[config.mk]
export PLATFORM = sky130hd
export DESIGN_NAME = indec_stream
export DESIGN_NICKNAME = d
export VERILOG_FILES = /design/src/rtl/indec_stream.sv
export SDC_FILE = /design/constraint.sdc
export NUM_CORES = 1
export LEC_CHECK = 0
export BUFFER_PORTS_ARGS = -buffer_cell sky130_fd_sc_hd__buf_4
export CAP_MARGIN = 10
export CORE_AREA = 2 2 71 124
export DETAILED_ROUTE_END_ITERATION = 12
export DIE_AREA = 0 0 73 126
export PLACE_DENSITY_LB_ADDON = 0.12
export SLEW_MARGIN = 20
export SYNTH_ARGS = -nofsm -noshare
export SYNTH_HDL_FRONTEND = slang
export SYNTH_SLANG_ARGS = --single-unit
[constraint.sdc]
create_clock -name clk_i -period 2.34 [get_ports clk_i]
set_clock_uncertainty 0.2 [all_clocks]
set_input_delay 0.234 -clock clk_i [delete_from_list [all_inputs] [get_ports clk_i]]
set_output_delay 0.234 -clock clk_i [all_outputs]
set_load 0.1 [all_outputs]
[src/rtl/indec_stream.sv]
// indec_stream: SUMP instruction decoder fed directly from the UART byte stream.
// Assembles 1-byte short commands and 5-byte long commands (opcode + 4 argument
// bytes, LSB first) and turns them into one-cycle strobes, a held 32-bit argument
// and a held trigger-stage index.
//
// state | meaning
// IDLE  | waiting for an opcode byte; short opcodes decode immediately
// ARG   | long opcode latched, collecting 4 argument bytes, inter-byte timer running
//
// Ports:
//   clk_i      system clock
//   rst_in     synchronous reset, active low
//   rx_stb_i   one-cycle strobe, rx_dat_i valid
//   rx_dat_i   received byte
//   sht_stb_o  short-command strobes (sft_rst, arm, id, rd_meta, fin_now, rd_inp, arm_adv, xon, xoff)
//   lng_stb_o  long-command strobes (set_mask, set_val, set_cfg, set_div, set_cnt, set_flgs, set_adv_cfg, set_adv_dat)
//   cmd_o      argument of the last accepted long command
//   stg_o      stage index of the last accepted stage-qualified long command
//   stb_o      OR of all command strobes
//   err_o      one-cycle pulse on unknown opcode, bad stage or inter-byte timeout
//   busy_o     high while argument bytes are being collected
module indec_stream #(
    parameter int  STAGES  = 4,
    parameter int  TMO_CYC = 1000,
    localparam int STG_W   = (STAGES > 1) ? $clog2(STAGES) : 1
) (
    input  logic             clk_i,
    input  logic             rst_in,
    input  logic             rx_stb_i,
    input  logic [7:0]       rx_dat_i,
    output logic [8:0]       sht_stb_o,
    output logic [7:0]       lng_stb_o,
    output logic [31:0]      cmd_o,
    output logic [STG_W-1:0] stg_o,
    output logic             stb_o,
    output logic             err_o,
    output logic             busy_o
);
    localparam int         TW       = (TMO_CYC > 1) ? $clog2(TMO_CYC) : 1;
    localparam int         TMO_LAST = (TMO_CYC > 0) ? TMO_CYC - 1 : 0;
    localparam logic [4:0] STAGES_L = 5'(STAGES);

    typedef enum logic {IDLE = 1'b0, ARG = 1'b1} state_e;

    state_e           state_q, state_d;
    logic [1:0]       cnt_q, cnt_d;
    logic [TW-1:0]    timer_q, timer_d;
    logic [7:0]       opc_q, opc_d;
    logic [23:0]      arg_q, arg_d;
    logic [31:0]      cmd_q, cmd_d;
    logic [STG_W-1:0] stg_q, stg_d;
    logic [8:0]       sht_q, sht_d;
    logic [7:0]       lng_q, lng_d;
    logic             err_q, err_d;
    logic [31:0]      full_arg;

    // Bytes shift in from the top, so after three bytes arg_q holds {b2,b1,b0}
    // and the fourth byte completes the little-endian word.
    assign full_arg = {rx_dat_i, arg_q};

    always_comb begin
        state_d = state_q;
        cnt_d   = cnt_q;
        timer_d = timer_q;
        opc_d   = opc_q;
        arg_d   = arg_q;
        cmd_d   = cmd_q;
        stg_d   = stg_q;
        sht_d   = '0;
        lng_d   = '0;
        err_d   = 1'b0;
        unique case (state_q)
            IDLE: begin
                if (rx_stb_i) begin
                    if (!rx_dat_i[7]) begin
                        case (rx_dat_i)
                            8'h00:   sht_d[0] = 1'b1;
                            8'h01:   sht_d[1] = 1'b1;
                            8'h02:   sht_d[2] = 1'b1;
                            8'h04:   sht_d[3] = 1'b1;
                            8'h05:   sht_d[4] = 1'b1;
                            8'h06:   sht_d[5] = 1'b1;
                            8'h0F:   sht_d[6] = 1'b1;
                            8'h11:   sht_d[7] = 1'b1;
                            8'h13:   sht_d[8] = 1'b1;
                            default: err_d    = 1'b1;
                        endcase
                    end else begin
                        opc_d   = rx_dat_i;
                        cnt_d   = '0;
                        timer_d = '0;
                        state_d = ARG;
                    end
                end
            end
            ARG: begin
                if (rx_stb_i) begin
                    timer_d = '0;
                    arg_d   = {rx_dat_i, arg_q[23:8]};
                    cnt_d   = cnt_q + 2'd1;
                    if (cnt_q == 2'd3) begin
                        state_d = IDLE;
                        if (opc_q[7:6] == 2'b11) begin
                            if (opc_q[1:0] == 2'b11 || {1'b0, opc_q[5:2]} >= STAGES_L) begin
                                err_d = 1'b1;
                            end else begin
                                lng_d[opc_q[1:0]] = 1'b1;
                                cmd_d = full_arg;
                                stg_d = opc_q[2+:STG_W];
                            end
                        end else begin
                            cmd_d = full_arg;
                            case (opc_q)
                                8'h80:   lng_d[3] = 1'b1;
                                8'h81:   lng_d[4] = 1'b1;
                                8'h82:   lng_d[5] = 1'b1;
                                8'h9E:   lng_d[6] = 1'b1;
                                8'h9F:   lng_d[7] = 1'b1;
                                default: begin
                                    err_d = 1'b1;
                                    cmd_d = cmd_q;
                                end
                            endcase
                        end
                    end
                end else if (TMO_CYC > 0 && timer_q == TW'(TMO_LAST)) begin
                    // A byte on this same cycle is taken by the branch above instead.
                    state_d = IDLE;
                    err_d   = 1'b1;
                    arg_d   = '0;
                    cnt_d   = '0;
                end else begin
                    timer_d = timer_q + TW'(1);
                end
            end
        endcase
    end

    always_ff @(posedge clk_i) begin
        if (!rst_in) begin
            state_q <= IDLE;
            cnt_q   <= '0;
            timer_q <= '0;
            opc_q   <= '0;
            arg_q   <= '0;
            cmd_q   <= '0;
            stg_q   <= '0;
            sht_q   <= '0;
            lng_q   <= '0;
            err_q   <= 1'b0;
        end else begin
            state_q <= state_d;
            cnt_q   <= cnt_d;
            timer_q <= timer_d;
            opc_q   <= opc_d;
            arg_q   <= arg_d;
            cmd_q   <= cmd_d;
            stg_q   <= stg_d;
            sht_q   <= sht_d;
            lng_q   <= lng_d;
            err_q   <= err_d;
        end
    end

    assign sht_stb_o = sht_q;
    assign lng_stb_o = lng_q;
    assign cmd_o     = cmd_q;
    assign stg_o     = stg_q;
    assign stb_o     = (|sht_q) | (|lng_q);
    assign err_o     = err_q;
    assign busy_o    = (state_q == ARG);

endmodule

==> metrics.csv <==
stage,metric,value,unit
synth,synth-edff-count,0,
critical_path,cp.arrival,1.78,ns
pwr,power_switching,772,µW
run,cap_viol_max_count,0,
critical_path,cp-end-kind,output pin,
critical_path,max_stage_delay,0.41,ns
grt,antenna_found_initial,0,
synth,synth_seq_area_share,48.8,%
critical_path,startpoint,lng_stb_o[1]$_SDFF_PP0_,
detailed_routing,drt_iter0_drc,215,
synth,ys_types,44,
critical_path,start_kind,register,
critical_path,rrSetupSlack,0.35,ns
pwr,power_frac_comb,6.3,%
floorplan,pin_count,65,
min_path,min_path_type,primary input to register,
grt,grt_pass1_wl,14.9,mm
pwr,seqPwrFrac,48.8,%
sta,maxSlewHeadroom,58.1,%
clock_tree,clkSinkCount,97,
place,dp_cells,577,
synth,avgSynthCellArea,8.94,µm²
floorplan,start_util,48.5,%
sta,period_share,94.8,%
place,numPortBuffers,64,
synth,post_synth_instance_area,3980,µm²
clock_tree,cts_tree,yes,
pwr,swShare,22.3,%
synth,synthArstFlopShare,0,%
detailed_routing,dr.pass1.iters,5,
critical_path,r2r_cells,7,
pwr,power.density,704,nW/µm²
synth,synth.net_count,458,
place,dpl_cell_area,4520,µm²
grt,grt.total_usage,20.4,%
detailed_routing,ant_nets,0,
final_layout,multi_input_area,1880,µm²
final_layout,antenna_cells,0,
place,gp_congestion,0.785,
clock_tree,cts-htree-levels,3,
floorplan,rows,44,
critical_path,worst-path-stages,4,
place,post-place-ws,0.401,ns
clock_tree,insertion_delay,0.34,ns
sta,setup_viol,0,
synth,yosysWarnings,0,
synth,ys_ff_latch,97,
critical_path,crit_path_cell_trace,nor4_1 -> nand4_1 -> or4_4 -> buf_4,
synth,synth_top_area_share,48.8,%
pwr,clkPwrFrac,44.9,%
outcome,status,"complete, no violations",
sta,setup_slack,0.122,ns
critical_path,r2r-end,arg_q[15]$_SDFFE_PN0P_,
critical_path,crit_type,register to output pin,
floorplan,fp.dieW,73,µm
sta,period_needed,2.22,ns
pwr,p_int,2690,µW
clock_tree,clockBufferDepth,2,
sta,holdWs,0.00338,ns
floorplan,design.core.area,8200,µm²
critical_path,crit_fanout,2,
sta,rsz0062_at_grt,false,
final_layout,seqCellArea,1940,µm²
detailed_routing,drt_wl_total,8.83,mm
detailed_routing,drc,0,
floorplan,dieArea,9200,µm²
final_layout,fillers,737,
grt,grt_max_degree,66,
synth,synth_area_leader_cell,dfxtp_1,
critical_path,worst-path-buf-inv,1,
synth,synth_area_leaders,"dfxtp_1 49%, mux2i_1 10%, nand2_1 10%",
sta,fin_setup_tns,0,ns
sta,drv_slew,0,
sta,fmax,451,MHz
detailed_routing,post_drt_wl_per_cell,14.7,µm
sta,worstMarginPinSlew,0.629,ns
pwr,leakage,0.00179,µW
place,dpl.hpwl,6.07,mm
critical_path,slowest_stage,or4_4,
detailed_routing,via_per_inst,5.48,
synth,netlist_instances,445,
grt,grt_overflow_total,0,
critical_path,crit_end,stb_o,
critical_path,required,1.91,ns
final_layout,layout-drive-gt1-share,19.9,%
pwr,max-vdd-ir-drop,0.000580,V
floorplan,fp.dieH,126,µm
detailed_routing,vias,3282,
synth,ys.flop_type,dfxtp_1,
clock_tree,cts_buffers,9,
critical_path,r2r-start,timer_q[0]$_SDFFE_PN0P_,
final_layout,layout.cells.non_filler,599,
critical_path,cp_top_family,simple AND/OR/NAND/NOR gates,
grt,first_global_vias,3065,
final_layout,nets,515,
clock_tree,root_buffer,clkbuf_16,
final_layout,syn_to_final_growth,23.6,%
final_layout,final_cell_area,4920,µm²
sta,hold_viol,0,
clock_tree,clkTransAtPathRegs,0.06,ns
## cell type report
type	count	area share, %
Clock buffer	13	5.70
Clock inverter	3	0.942
Inverter	4	0.305
Multi-Input combinational cell	310	38.2
Sequential cell	97	39.5
Tap cell	92	2.34
Timing Repair Buffer	80	13.0
## cells by family after synthesis
group | synth area share [%]
AO/OA/AOI/OAI | 11.9
XOR/XNOR | 1.32
adder cells (fa/ha/maj) | 0.629
buffers and inverters | 4.50
flip-flops | 48.8
multiplexers | 10.3
AND/OR/NAND/NOR | 22.6
## placed cells by master, fill, tap and decap left out, types with 3 or more instances in the layout
master / count
nand2_1: 108
dlygate4sd3_1: 6
clkbuf_8: 4
nor2_1: 27
or3_1: 3
nand3_1: 7
a311oi_1: 24
clkbuf_16: 9
a21oi_1: 30
xnor2_1: 5
nor3b_1: 3
dfxtp_1: 96
nand2b_1: 5
nand4_1: 6
inv_1: 4
o21ai_0: 9
nor4_1: 8
mux2i_1: 41
buf_4: 72
nor3_1: 6
## stage by stage
step / util (%) / power, µW
after floorplan: - / 1870
after global placement: 55.1 / 1930
after detailed placement: 55.1 / 1930
after CTS: 59.9 / 3490
after global routing: 59.9 / 3590
final: 59.9 / 3460
## what timing repair did
| action | in CTS | in global routing |
|---|---|---|
| resized for setup | 0 | 1 |
| hold buffers | 6 | 0 |
| buffers inserted | 0 | 0 |
| endpoints found under the hold margin | 7 | 0 |
| setup endpoints to repair | 0 | 1 |
## power groups by stage
stage          combinational, µW  clock [µW]  sequential [µW]
2_1_floorplan                138           0             1740
5_1_grt                      238        1660             1690
3_3_place_gp                 204           0             1730
6_report                     217        1550             1690
4_1_cts                      216        1590             1690
3_5_place_dp                 208           0             1730
## flip-flops by register name, summed over array words and instances, names as in the netlist, 2 cells and up
signal	flops
sht_stb_o	9
opc_q	8
lng_stb_o	8
arg_q	24
timer_q	10
cmd_o	32
stg_o	2
cnt_q	2
## tightest hold or removal path, stage by stage
cell	delay (ns)
buf_4	0.15
nand2_1	0.06
mux2i_1	0.05
## cell usage after synthesis (6+ instances only)
master,n
a311oi_1,24
buf_2,7
nand4_1,6
a21oi_1,30
nor3_1,6
mux2i_1,41
nand2_1,108
nand3_1,7
nor4_1,9
nor2_1,27
dfxtp_1,97
clkbuf_1,19
o21ai_0,9
## metal layers
| layer | GRT usage [%] | wire length (µm) | part of all wire (%) |
|---|---|---|---|
| met5 | 0 | 0 | 0 |
| met4 | 6.86 | 116 | 1.3 |
| met3 | 4.56 | 265 | 3.0 |
| met2 | 34.2 | 4700 | 53 |
| met1 | 25.2 | 3740 | 42 |
## worst min-delay path by stage
stage,slack (ns),start,cells after the start,to
after floorplan,0.18,rx_dat_i[4],2,cmd_o[28]$_SDFFE_PN0P_
after global placement,0.24,cmd_o[30]$_SDFFE_PN0P_,2,cmd_o[30]$_SDFFE_PN0P_
after detailed placement,0.25,cmd_o[20]$_SDFFE_PN0P_,2,cmd_o[20]$_SDFFE_PN0P_
after CTS,0.0004,rx_dat_i[7],3,cmd_o[31]$_SDFFE_PN0P_
after global routing,0.01,rx_dat_i[7],3,cmd_o[31]$_SDFFE_PN0P_
final,0.003,rx_dat_i[7],3,cmd_o[31]$_SDFFE_PN0P_
(Power assumes the default switching activity.)
